<file path="src/rtl/phase2b_pkg.sv">
// Shared types and phase-selection helpers for the 2-bit phase scheduler.
package phase2b_pkg;

    localparam int unsigned PHASES = 4;

    typedef enum logic [0:0] {S_IDLE, S_EMIT} sched_state_t;
    typedef logic [1:0] phase_k_t;
    typedef logic [PHASES-1:0] phase_mask_t;

    typedef struct packed {
        logic     none;
        phase_k_t k;
    } phase_sel_t;

    // Lowest enabled phase strictly above k; none=1 when k is the final phase.
    function automatic phase_sel_t next_phase(input phase_mask_t mask, input phase_k_t k);
        phase_sel_t sel;
        sel.none = 1'b1;
        sel.k    = '0;
        for (int i = PHASES - 1; i >= 0; i--) begin
            if (i > int'(k) && mask[i]) begin
                sel.none = 1'b0;
                sel.k    = phase_k_t'(i);
            end
        end
        return sel;
    endfunction

    function automatic phase_k_t first_phase(input phase_mask_t mask);
        phase_k_t k;
        k = '0;
        for (int i = PHASES - 1; i >= 0; i--) begin
            if (mask[i]) begin
                k = phase_k_t'(i);
            end
        end
        return k;
    endfunction

endpackage

</file>
<file path="src/rtl/phase2b_scheduler_rot.sv">
// Partial barrel rotator: right-rotates a word by 0..3 bit positions.
module phase2b_scheduler_rot
    import phase2b_pkg::*;
#(
    parameter int unsigned BITSTREAM = 64
) (
    input  logic [BITSTREAM-1:0] bits,
    input  phase_k_t             k,
    output logic [BITSTREAM-1:0] rotated
);

    always_comb begin
        rotated = bits;
        unique case (k)
            2'd0: rotated = bits;
            2'd1: rotated = {bits[0],   bits[BITSTREAM-1:1]};
            2'd2: rotated = {bits[1:0], bits[BITSTREAM-1:2]};
            2'd3: rotated = {bits[2:0], bits[BITSTREAM-1:3]};
            default: rotated = bits;
        endcase
    end

endmodule

</file>
<file path="src/rtl/phase2b_scheduler.sv">
// Buffers one bitstream word and emits its enabled phase rotations in ascending k order.
module phase2b_scheduler
    import phase2b_pkg::*;
#(
    parameter int unsigned BITSTREAM = 64,
    parameter int unsigned CNT_W     = 16
) (
    input  logic                 clk,
    input  logic                 rst,
    input  logic                 in_valid,
    output logic                 in_ready,
    input  logic [BITSTREAM-1:0] in_bits,
    input  logic [3:0]           in_mask,
    input  logic                 flush,
    output logic                 out_valid,
    input  logic                 out_ready,
    output logic [BITSTREAM-1:0] out_bits,
    output logic [1:0]           out_k,
    output logic                 out_last,
    output logic [CNT_W-1:0]     word_cnt
);

    sched_state_t           state;
    logic [BITSTREAM-1:0]   word_q;
    phase_mask_t            mask_q;
    phase_k_t               k_q;

    phase_sel_t             sel;
    phase_mask_t            mask_eff;
    logic                   emit;
    logic                   out_hs;
    logic                   in_hs;
    logic [BITSTREAM-1:0]   rot_bits;

    phase2b_scheduler_rot #(
        .BITSTREAM(BITSTREAM)
    ) u_rot (
        .bits    (word_q),
        .k       (k_q),
        .rotated (rot_bits)
    );

    // Handshake decode; a final-beat handshake frees the buffer in the same cycle.
    always_comb begin
        sel      = next_phase(mask_q, k_q);
        mask_eff = (in_mask == 4'b0000) ? 4'b0001 : in_mask;
        emit     = (state == S_EMIT);
        out_hs   = emit && out_ready;
        in_ready = !rst && !flush && (!emit || (out_hs && sel.none));
        in_hs    = in_valid && in_ready;
    end

    assign out_valid = emit;
    assign out_k     = k_q;
    assign out_last  = emit && sel.none;
    assign out_bits  = emit ? rot_bits : '0;

    always_ff @(posedge clk) begin
        if (rst) begin
            state    <= S_IDLE;
            word_q   <= '0;
            mask_q   <= '0;
            k_q      <= '0;
            word_cnt <= '0;
        end else if (flush) begin
            state  <= S_IDLE;
            word_q <= '0;
            mask_q <= '0;
            k_q    <= '0;
        end else begin
            if (out_hs) begin
                if (!sel.none) begin
                    k_q <= sel.k;
                end else begin
                    word_cnt <= word_cnt + CNT_W'(1);
                    state    <= S_IDLE;
                    k_q      <= '0;
                end
            end
            // A new word overrides the return to idle on a final beat.
            if (in_hs) begin
                word_q <= in_bits;
                mask_q <= mask_eff;
                k_q    <= first_phase(mask_eff);
                state  <= S_EMIT;
            end
        end
    end

endmodule
</file>
<file path="config.mk">
export PLATFORM = sky130hd
export DESIGN_NAME = phase2b_scheduler
export DESIGN_NICKNAME = d
export VERILOG_FILES = /design/src/rtl/phase2b_pkg.sv /design/src/rtl/phase2b_scheduler_rot.sv /design/src/rtl/phase2b_scheduler.sv
export SDC_FILE = /design/constraint.sdc
export NUM_CORES = 1
export LEC_CHECK = 0
export CORE_MARGIN = 2
export CORE_UTILIZATION = 45
export CTS_BUF_LIST = sky130_fd_sc_hd__clkbuf_4 sky130_fd_sc_hd__clkbuf_8
export CTS_CLUSTER_DIAMETER = 150
export DETAILED_ROUTE_END_ITERATION = 10
export GPL_TIMING_DRIVEN = 0
export PLACE_DENSITY = 0.88
export SYNTH_ARGS = -nofsm -noshare
export SYNTH_HDL_FRONTEND = slang
export SYNTH_SLANG_ARGS = --single-unit
</file>
<file path="constraint.sdc">
create_clock -name clk -period 4.05 [get_ports clk]
set_input_delay 0.405 -clock clk [delete_from_list [all_inputs] [get_ports clk]]
set_output_delay 0.405 -clock clk [all_outputs]
set_load 0.01 [all_outputs]
</file>
Word-level counts from Yosys, hierarchy flattened --
Index checks and enable logic that the tools add are counted.
Word-level totals: bits in registers 87, word-level logic and storage cells 49
Cells by class: add/sub/neg operators 1, $lt $le $gt $ge 3, equality and inequality tests 3, muxes and demuxes 16, bitwise logic cells 1, reductions and logical operators 20
Operators by type and width (number):
- $pmux 64 s4 | 1
- $mux 64 | 1
- $add 16x1->16 const B | 1
- $mux 2 | 7
- $logic_and 1x1->1 | 9
- $mux 3 | 3
- $eq 2x2->1 const B | 2
- $gt 2x2->1 const A | 2
- $logic_not 4->1 | 1
- $mux 4 | 1
- $reduce_bool 2->1 | 2
- $logic_not 1->1 | 3
- $mux 1 | 3
- $reduce_and 3->1 | 1
- $eq 2x1->1 const B | 1
- $gt 1x2->1 const A | 1
- $logic_not 2->1 | 1
- $reduce_and 2->1 | 1
- $reduce_or 2->1 | 1
- $logic_or 1x1->1 | 1
- $not 1->1 | 1

Logic depth before layout (Yosys ltp) --
word-level depth 11, mapped depth 8, mapped depth without buffers 5

Modules after synthesis --
Synthesis repeated with hierarchy kept, for this count alone.
Unflattened totals: cell total of the unflattened synthesis 430, area total of the unflattened synthesis 5089.9 um2
By module, submodules not included:
- phase2b_scheduler | times used 1, cells each 352, area an instance 3467.1 um2
- phase2b_scheduler_rot | times used 1, cells each 78, area an instance 1622.8 um2

Worst setup path before layout --
Ideal clock, no wire load.
kind register to output, from register k_q[0], in the netlist out_k[0], to output port out_bits[26], arrival 1695 ps, setup slack 1950 ps, stages on the path, launching flop included 6, cell sequence dfxtp_1 -> buf_2 -> buf_2 -> buf_4 -> mux4_2 -> and2_1
Between the ends: cells in the longest elaborated chain, start to end 3
Ends and longest elaborated chain:
- from (decl) | RTL line phase2b_scheduler.sv:26 | phase_k_t k_q;
- from (signal assigned) | RTL line phase2b_scheduler.sv:73 | k_q <= sel.k;
- from (signal assigned) | RTL line phase2b_scheduler.sv:84 | k_q <= first_phase(mask_eff);
- $eq 2x2->1, or another cell as far along | RTL line phase2b_scheduler_rot.sv:14 | unique case (k)
- $pmux 64 s4 (*) | RTL line phase2b_scheduler_rot.sv:14
- $mux 64 (*) | RTL line phase2b_scheduler.sv:56 | assign out_bits = emit ? rot_bits : '0;
- to (decl) | RTL line phase2b_scheduler.sv:17 | output logic [BITSTREAM-1:0] out_bits,
Every way passes the cells marked *; elsewhere a longest branch is shown, timed or not.

Worst setup path after layout --
from register k_q[1], in the netlist out_k[1], to output port out_bits[48]
The elaborated chain is that of the path after synthesis.

==> out/qor.yml <==
status: "finished, final reports clean"
reg2reg_to: "word_q[10]$_SDFFE_PP0P_"
hold_end: "mask_q[1]$_SDFFE_PP0P_"
dp_slack_ps: 1248
synth_warnings: 0
die_x_um: 116.6
diodes: 0
start_kind: "register"
synthesis.instances: 571
crit_arrival_ps: 2790
clockPowerShare_pct: 34.7
cts_tree: "built"
fin_setup_tns_ps: 0
via_count: 4871
final.period_utilization_pct: 78.79
cts_made_buffers: 9
syn_area_um2: 5708
dpl.hpwl_mm: 11.17
cts_hold_buffers: 0
cts_buffer_depth: 2
cp_max_fo: 10
maxSlewHeadroom_pct: 63.69
htree_levels: 3
finalCriticalPeriod_ps: 3191
cp.required_ps: 3640
finalMaxSlewViolations: 0
synth_fa_ha_area_share_pct: 0.2192
num_io_pins: 158
grt_pass1_vias: 4698
drt-total-wl_mm: 14.72
dieArea_um2: 13600
syn-num-nets: 645
p_seq_share_pct: 49.7
p_per_area_nw_per_um2: 236.5
portBuffers: 157
final_area_um2: 7692
synth_xor_area_share_pct: 0
clock-sinks: 86
grt_overflow: 0
p_comb_share_pct: 15.6
ctsRootBufferMaster: "clkbuf_8"
first_pass_iters: 5
p_leak_nw: 2.870
fmax_mhz: 313.4
rsz0062_at_grt: "no"
core_area_um2: 12520
r2r-start: "out_k[1]$_SDFFE_PP0P_"
ant_nets: 0
grt_use_total_pct: 22.32
ys_seq_area_share_pct: 30.16
dp_cells: 900
hold_path_startpoint: "mask_q[1]$_SDFFE_PP0P_"
min_path_type: "register to register"
synth_top_area_share_pct: 30.16
final_nets: 813
r2r_setup_slack_ps: 1990
placed_cell_area_um2: 7495
yosysTopAreaCell: "dfxtp_1"
grt_pass1_wl_mm: 23.57
routabilityCongestion: 0.8511
crit_type: "register to primary output"
skew_ps: 6.874
cts.clk_slew.worst_paths_ps: 80
drive_gt1_share_pct: 14.94
yosys_register_bits: 86
start_util_pct: 45.60
via_per_inst: 5.323
power_mw: 1.819
synth_compound_area_share_pct: 4.910
rr_worst_depth: 8
synth_top_family_by_area: "multiplexers"
syn_area_per_cell_um2: 9.996
finalWorstSetupSlack_ps: 859.2
hold-path-cell-count: 2
fin_cells: 915
areaGrowthSynthToFinish_pct: 34.77
drv_cap: 0
avgRoutedWirePerCell_um: 16.09
fp-row-count: 41
fin_hold_ws_ps: 477.7
grt_max_degree: 13
endpoint_kind: "primary output"
die_h_um: 116.6
synth_mux_area_share_pct: 37.79
clock_latency_ps: 360
worst_pin_slew_ps: 544.6
synth_cell_type_count: 38
netSwitchingPower_mw: 0.4520
cts_resized: 0
yosys.area_share.simple_pct: 17.86
setup_viol: 0
antenna_found_initial: 0
first_iter_violations: 352
post-route-util_pct: 61.46
internal_power_mw: 1.367
p_sw_share_pct: 24.85
ir_drop_v: 0.0001310
drc: 0
synthTopCellsByArea: "dfxtp_1 30%, mux4_2 25%, mux2i_1 12%, and2_1 7.1%, nand2_1 4.8%"
cts_setup_buffers: 0
hold_viol_final: 0
-- metal layers --
layer	wire, um	track usage, %	up-vias
li1	-	-	2351
met1	6431	29.12	2348
met2	7142	37.36	151
met3	881	4.255	21
met4	265	7.843	0
met5	0	0	-
-- power by group through the flow --
stage | clock, mW | combinational [mW] | sequential (mW)
2_1_floorplan | 0 | 0.163 | 0.912
3_3_place_gp | 0 | 0.280 | 0.921
3_5_place_dp | 0 | 0.286 | 0.923
4_1_cts | 0.646 | 0.286 | 0.903
5_1_grt | 0.682 | 0.309 | 0.909
6_report | 0.631 | 0.284 | 0.904
-- cells in the mapped netlist (all sizes together) --
library cell / instances
o21a: 1
nor2b: 5
o311ai: 6
a211o: 1
and4: 2
o21ai: 2
a21oi: 12
ha: 1
dfxtp: 86
nand2b: 1
o41ai: 6
a211oi: 3
nand4bb: 1
o21bai: 1
nor4: 3
or3: 1
nand2: 73
and3: 4
a22oi: 1
clkbuf: 27
and2: 65
nor3: 1
or3b: 2
or4: 4
nand3: 4
mux4: 64
o2bb2ai: 2
nor2: 9
inv: 71
mux2: 4
nor3b: 1
or2: 7
mux2i: 67
buf: 22
nand4: 7
o31ai: 4
-- cells in the final DEF, fill, tap and decap left out, drive strengths merged, types with 2 or more instances in the layout --
| cell type | instances |
|---|---|
| mux2i | 67 |
| nand2 | 73 |
| buf | 22 |
| or3b | 2 |
| o41ai | 6 |
| nand4 | 7 |
| o31ai | 4 |
| clkdlybuf4s50 | 157 |
| o21ai | 2 |
| and2 | 65 |
| and4 | 2 |
| nor2 | 9 |
| o2bb2ai | 2 |
| inv | 71 |
| or2 | 7 |
| or4 | 4 |
| a21oi | 12 |
| dfxtp | 86 |
| a211oi | 3 |
| nand3 | 4 |
| o311ai | 6 |
| and3 | 4 |
| nor4 | 3 |
| clkbuf | 41 |
| mux2 | 4 |
| nor2b | 5 |
| mux4 | 64 |
-- cell type report --
class                           instances  area [um^2]
Multi-Input combinational cell        365         3470
Tap cell                              172        215.2
Clock buffer                           14        167.7
Inverter                               71        266.5
Sequential cell                        86         1722
Fill cell                            1080         4825
Clock inverter                          1        30.03
Buffer                                 49        250.2
Timing Repair Buffer                  157         1572
-- kinds of logic (layout without fill, tap and decap cells) --
group	count (synthesis)	after routing
fa+ha+maj	1	1
mux	135	135
compound gates	39	39
buf+inv	120	292
simple gates	190	190
flops	86	86
-- sequential cells by signal, summed over array words and instances (netlist names) --
| name | cells |
|---|---|
| mask_q | 3 |
| out_k | 2 |
| out_valid | 1 |
| word_cnt | 16 |
| word_q | 64 |
-- critical path: stages, from the launching register on --
cell and delay, ps:
dfxtp_1 340, buf_2 260, buf_2 320, clkbuf_1 470, mux4_2 390, and2_1 180, clkdlybuf4s50_1 470
-- worst max path at each step --
stage	startpoint	to	slack [ps]	depth (start not counted)
after CTS	out_k[1]$_SDFFE_PP0P_	out_bits[48]	860	6
after global placement	out_ready	in_ready	1260	7
after floorplan	out_k[0]$_SDFFE_PP0P_	out_bits[26]	1950	5
after detailed placement	out_ready	in_ready	1250	7
after global routing	out_k[1]$_SDFFE_PP0P_	out_bits[43]	730	6
final	out_k[1]$_SDFFE_PP0P_	out_bits[48]	860	6
Power figures use the tool's default switching activity.
